`src/rtl/dot_matrix_scanner.sv`:
```
// Drives an 8x16 LED dot matrix from a 16-step history of 3-bit lane words.
// Rows are scanned one at a time; column 0 shows the newest word.
module dot_matrix_scanner #(
   parameter logic [31:0] SCAN_DIV = 32'd25000
) (
   input  logic        clk,
   input  logic        rst,
   input  logic        step,
   input  logic [2:0]  lane_in,
   output logic [7:0]  dot_row,
   output logic [15:0] dot_col
);

   logic        r_s1;
   logic        r_s2;
   logic        r_s3;
   logic        w_step_rise;
   logic [2:0]  r_frame [16];
   logic [31:0] r_scan_cnt;
   logic [2:0]  r_row_idx;
   logic        w_row_adv;
   logic [15:0] w_col;
   logic [7:0]  r_dot_row;
   logic [15:0] r_dot_col;

   // Lane bit shown on a given row; rows 2 and 5 are blank separators.
   function automatic logic lit(input logic [2:0] row, input logic [2:0] word);
      logic l;
      case (row)
         3'd0, 3'd1: l = word[2];
         3'd3, 3'd4: l = word[1];
         3'd6, 3'd7: l = word[0];
         default:    l = 1'b0;
      endcase
      return l;
   endfunction

   // step is asynchronous to clk; s3 only serves edge detection.
   always_ff @(posedge clk or negedge rst) begin
      if (!rst) begin
         r_s1 <= 1'b0;
         r_s2 <= 1'b0;
         r_s3 <= 1'b0;
      end else begin
         r_s1 <= step;
         r_s2 <= r_s1;
         r_s3 <= r_s2;
      end
   end

   assign w_step_rise = r_s2 & ~r_s3;

   always_ff @(posedge clk or negedge rst) begin
      if (!rst) begin
         for (int k = 0; k < 16; k++) r_frame[k] <= 3'b000;
      end else if (w_step_rise) begin
         r_frame[0] <= lane_in;
         for (int k = 1; k < 16; k++) r_frame[k] <= r_frame[k-1];
      end
   end

   assign w_row_adv = (r_scan_cnt == (SCAN_DIV - 32'd1));

   always_ff @(posedge clk or negedge rst) begin
      if (!rst) begin
         r_scan_cnt <= 32'd0;
         r_row_idx  <= 3'd0;
      end else if (w_row_adv) begin
         r_scan_cnt <= 32'd0;
         r_row_idx  <= r_row_idx + 3'd1;
      end else begin
         r_scan_cnt <= r_scan_cnt + 32'd1;
      end
   end

   always_comb begin
      w_col = 16'hFFFF;
      for (int c = 0; c < 16; c++) w_col[c] = ~lit(r_row_idx, r_frame[c]);
   end

   // Output stage: pins lag row_idx/frame by one cycle.
   always_ff @(posedge clk or negedge rst) begin
      if (!rst) begin
         r_dot_row <= 8'h00;
         r_dot_col <= 16'hFFFF;
      end else begin
         r_dot_row <= 8'b1 << r_row_idx;
         r_dot_col <= w_col;
      end
   end

   assign dot_row = r_dot_row;
   assign dot_col = r_dot_col;

endmodule

```
`config.mk`:
```
export PLATFORM = sky130hd
export DESIGN_NAME = dot_matrix_scanner
export DESIGN_NICKNAME = d
export VERILOG_FILES = /design/src/rtl/dot_matrix_scanner.sv
export SDC_FILE = /design/constraint.sdc
export NUM_CORES = 1
export LEC_CHECK = 0
export CAP_MARGIN = 15
export CORE_ASPECT_RATIO = 0.9
export CORE_MARGIN = 5
export CORE_UTILIZATION = 35
export DETAILED_ROUTE_END_ITERATION = 7
export GPL_TIMING_DRIVEN = 0
export HOLD_SLACK_MARGIN = 0.05
export PLACE_DENSITY = 0.63
export SYNTH_ARGS = -nofsm -noshare
export SYNTH_HDL_FRONTEND = slang
export SYNTH_SLANG_ARGS = --single-unit
```
`constraint.sdc`:
```
create_clock -name clk -period 2.15 [get_ports clk]
set_input_delay 0.43 -clock clk [delete_from_list [all_inputs] [get_ports clk]]
set_output_delay 0.43 -clock clk [all_outputs]
set_load 0.05 [all_outputs]
```
==> out/results.ini <==
[run_status]
outcome = finished, final reports clean

[global_routing]
grt_max_degree = 60
grt.overflow.total = 0
grt_pass1_wl_um = 14000
antenna_found_initial = 0
grt_pass1_vias = 2766
grt_usage_pct = 11.5

[yosys]
synth_nets = 344
synth_cell_type_count = 32
syn_area_per_cell_um2 = 13.7
synth_edf_count = 0
yosys.area.top_type_share_pct = 51.8
syn_area_mm2 = 0.00454
synth_flop_cell = dfrtp_1
async_flop_share_pct = 100
synth.largest_area_cell = dfrtp_1
synthTopCellsByArea = dfrtp_1 52%, mux2_2 12%, dfstp_2 9.3%
ys_seq_area_share_pct = 61.1
syn_inst = 331
ys_ff_latch = 110
ys_warn_count = 0

[setup_path]
rrSetupSlack_ns = 0.21
rr_startpoint = r_row_idx[0]
critPathKind = reg -> out
rr_worst_depth = 5
r2r_end = dot_col[2]
cpPeakStageDelay_ns = 0.79
crit_buf_inv = 1
arrival_ns = 1.67
critPathRequiredTime_ns = 1.72
crit_fanout = 1
path_depth = 1
start_kind = flop
endpoint_kind = output pin
crit_chain = clkdlybuf4s50_1
critPathSlowestCell = clkdlybuf4s50_1
path_delay_family = buffers and inverters

[clock_tree]
clockRootBuffer = clkbuf_16
cts_max_level = 3
cts_tree = built
insertion_delay_ns = 0.35
clk_pin_slew_ns = 0.07
clockBufferDepth = 2
clkSinkCount = 110
cts_buffers = 9

[finish]
drive_gt1_share_pct = 29.0
most-common-layout-cells = 94 x dfrtp_1, 50 x mux2_2, 27 x clkdlybuf4s50_1, 23 x xnor2_1, 17 x nor2_1
nets = 384
n_antenna_cell = 0
stdcell_area_mm2 = 0.00538
final_common_cell = dfrtp_1
multi_input_area_mm2 = 0.00170
fillers = 1162
area_growth_pct = 18.4
seqCellArea_mm2 = 0.00277

[timing]
post-route-min-period_ns = 2.10
finalSetupViolations = 0
maxSlewHeadroom_pct = 54.5
maxSlewViolCount = 0
fmax_mhz = 477
timing.final.crit_share_pct = 97.5
hold_slack_ns = 0.116
fin_worst_skew_ns = 0.00740
tightestPinTransition_ns = 0.682
hold_violations = 0
rsz0062_at_grt = false

[die]
initial_core_util_pct = 35.8
boundaryPins = 30
die_w_um = 130
core_area_mm2 = 0.0127
num_rows = 39
die_h_um = 118
dieArea_mm2 = 0.0154

[route]
wire_per_inst_um = 14.9
drtIter0Drc = 192
dr_total_vias = 2638
drc_errors = 0
avgViaCountPerCell = 4.89
drt_pass1_iterations = 5
antenna_left = 0
wl_um = 8050

[pwr]
ir_drop_mv = 0.520
p_leak_uw = 0.00238
powerDensity_mw_per_mm2 = 1120

[placement]
portBuffers = 29
dp_hpwl_um = 5450
place.gp.congestion = 0.758
placedInstanceArea_mm2 = 0.00506

[worst_hold_path]
min_path_type = in -> async

[job]
cap_violations = 0

-- cells by family after synthesis --
kind of cell	synth area share [%]
flops	61.1
xor+xnor	5.98
fa+ha+maj	1.93
buf+inv	1.74
mux	12.6
simple gates	12.2
compound gates	4.46
-- per-layer routing --
layer	up-vias	track usage, %	routed length [um]
met3	12	2.22	290
met2	42	16.2	3570
met5	-	0	0
met4	0	6.56	217
met1	1320	16.3	3980
li1	1264	-	-
-- synth_stat cells, drive strengths merged (8+ instances only) --
cell type  instances
nor4               9
xnor2             23
dfstp             16
nand3             13
nor2              17
mux2              50
buf                8
dfrtp             94
a222oi            11
nand4             11
or2               12
xor2               8
-- report_power, final --
group	internal, uW	switching (uW)
logic	624	714
registers	2670	344
clock network	947	736
total	4240	1790
-- worst max-delay path by stage --
| stage | startpoint | end | slack, ns |
|---|---|---|---|
| global route | r_row_idx[1] | dot_col[2] | 0.005 |
| detailed placement | r_row_idx[0] | dot_col[14] | -0.18 |
| floorplan | r_row_idx[0] | dot_col[0] | 0.35 |
| finish | dot_col[9] | dot_col[9] | 0.05 |
| CTS | dot_col[13] | dot_col[13] | 0.006 |
| global placement | rst | r_frame[21] | -3.42 |
-- sequential cells by signal (all words and copies together) (netlist names) --
signal and flops:
r_s3 1, r_s2 1, dot_row 8, r_row_idx 3, dot_col 16, r_scan_cnt 32, r_frame 48, r_s1 1
-- area by class of cell --
| type | count | share of cell area (%) |
|---|---|---|
| plain buffers | 12 | 1.19 |
| clock buffers | 12 | 4.58 |
| clock inverters | 4 | 1.05 |
| inverters | 3 | 0.209 |
| multi-input cells | 204 | 31.5 |
| flip-flops and latches | 110 | 51.6 |
| well taps | 164 | 3.82 |
| repair buffers | 31 | 6.05 |
-- per-stage QoR --
step           utilization [%]  power [uW]  setup slack, ns  std cells  TNS [ns]
4_1_cts                   42.4        6110          0.00602        542         0
3_5_place_dp              39.9        4410           -0.175        525    -0.881
2_1_floorplan                -        3920            0.353        331         0
3_3_place_gp              39.7        4360            -3.42        524   -355.03
6_report                  42.4        6040           0.0531        540         0
5_1_grt                   42.4        6320          0.00470        540         0
-- repair_timing --
action / in CTS / in global routing
resized for setup: 3 / 2
hold buffers: 0 / 0
pin swaps: 1 / 1
buffers inserted: 1 / 0
endpoints found under the setup margin: 10 / 11
endpoints found under the hold margin: 0 / 0
(Power assumes the default switching activity.)
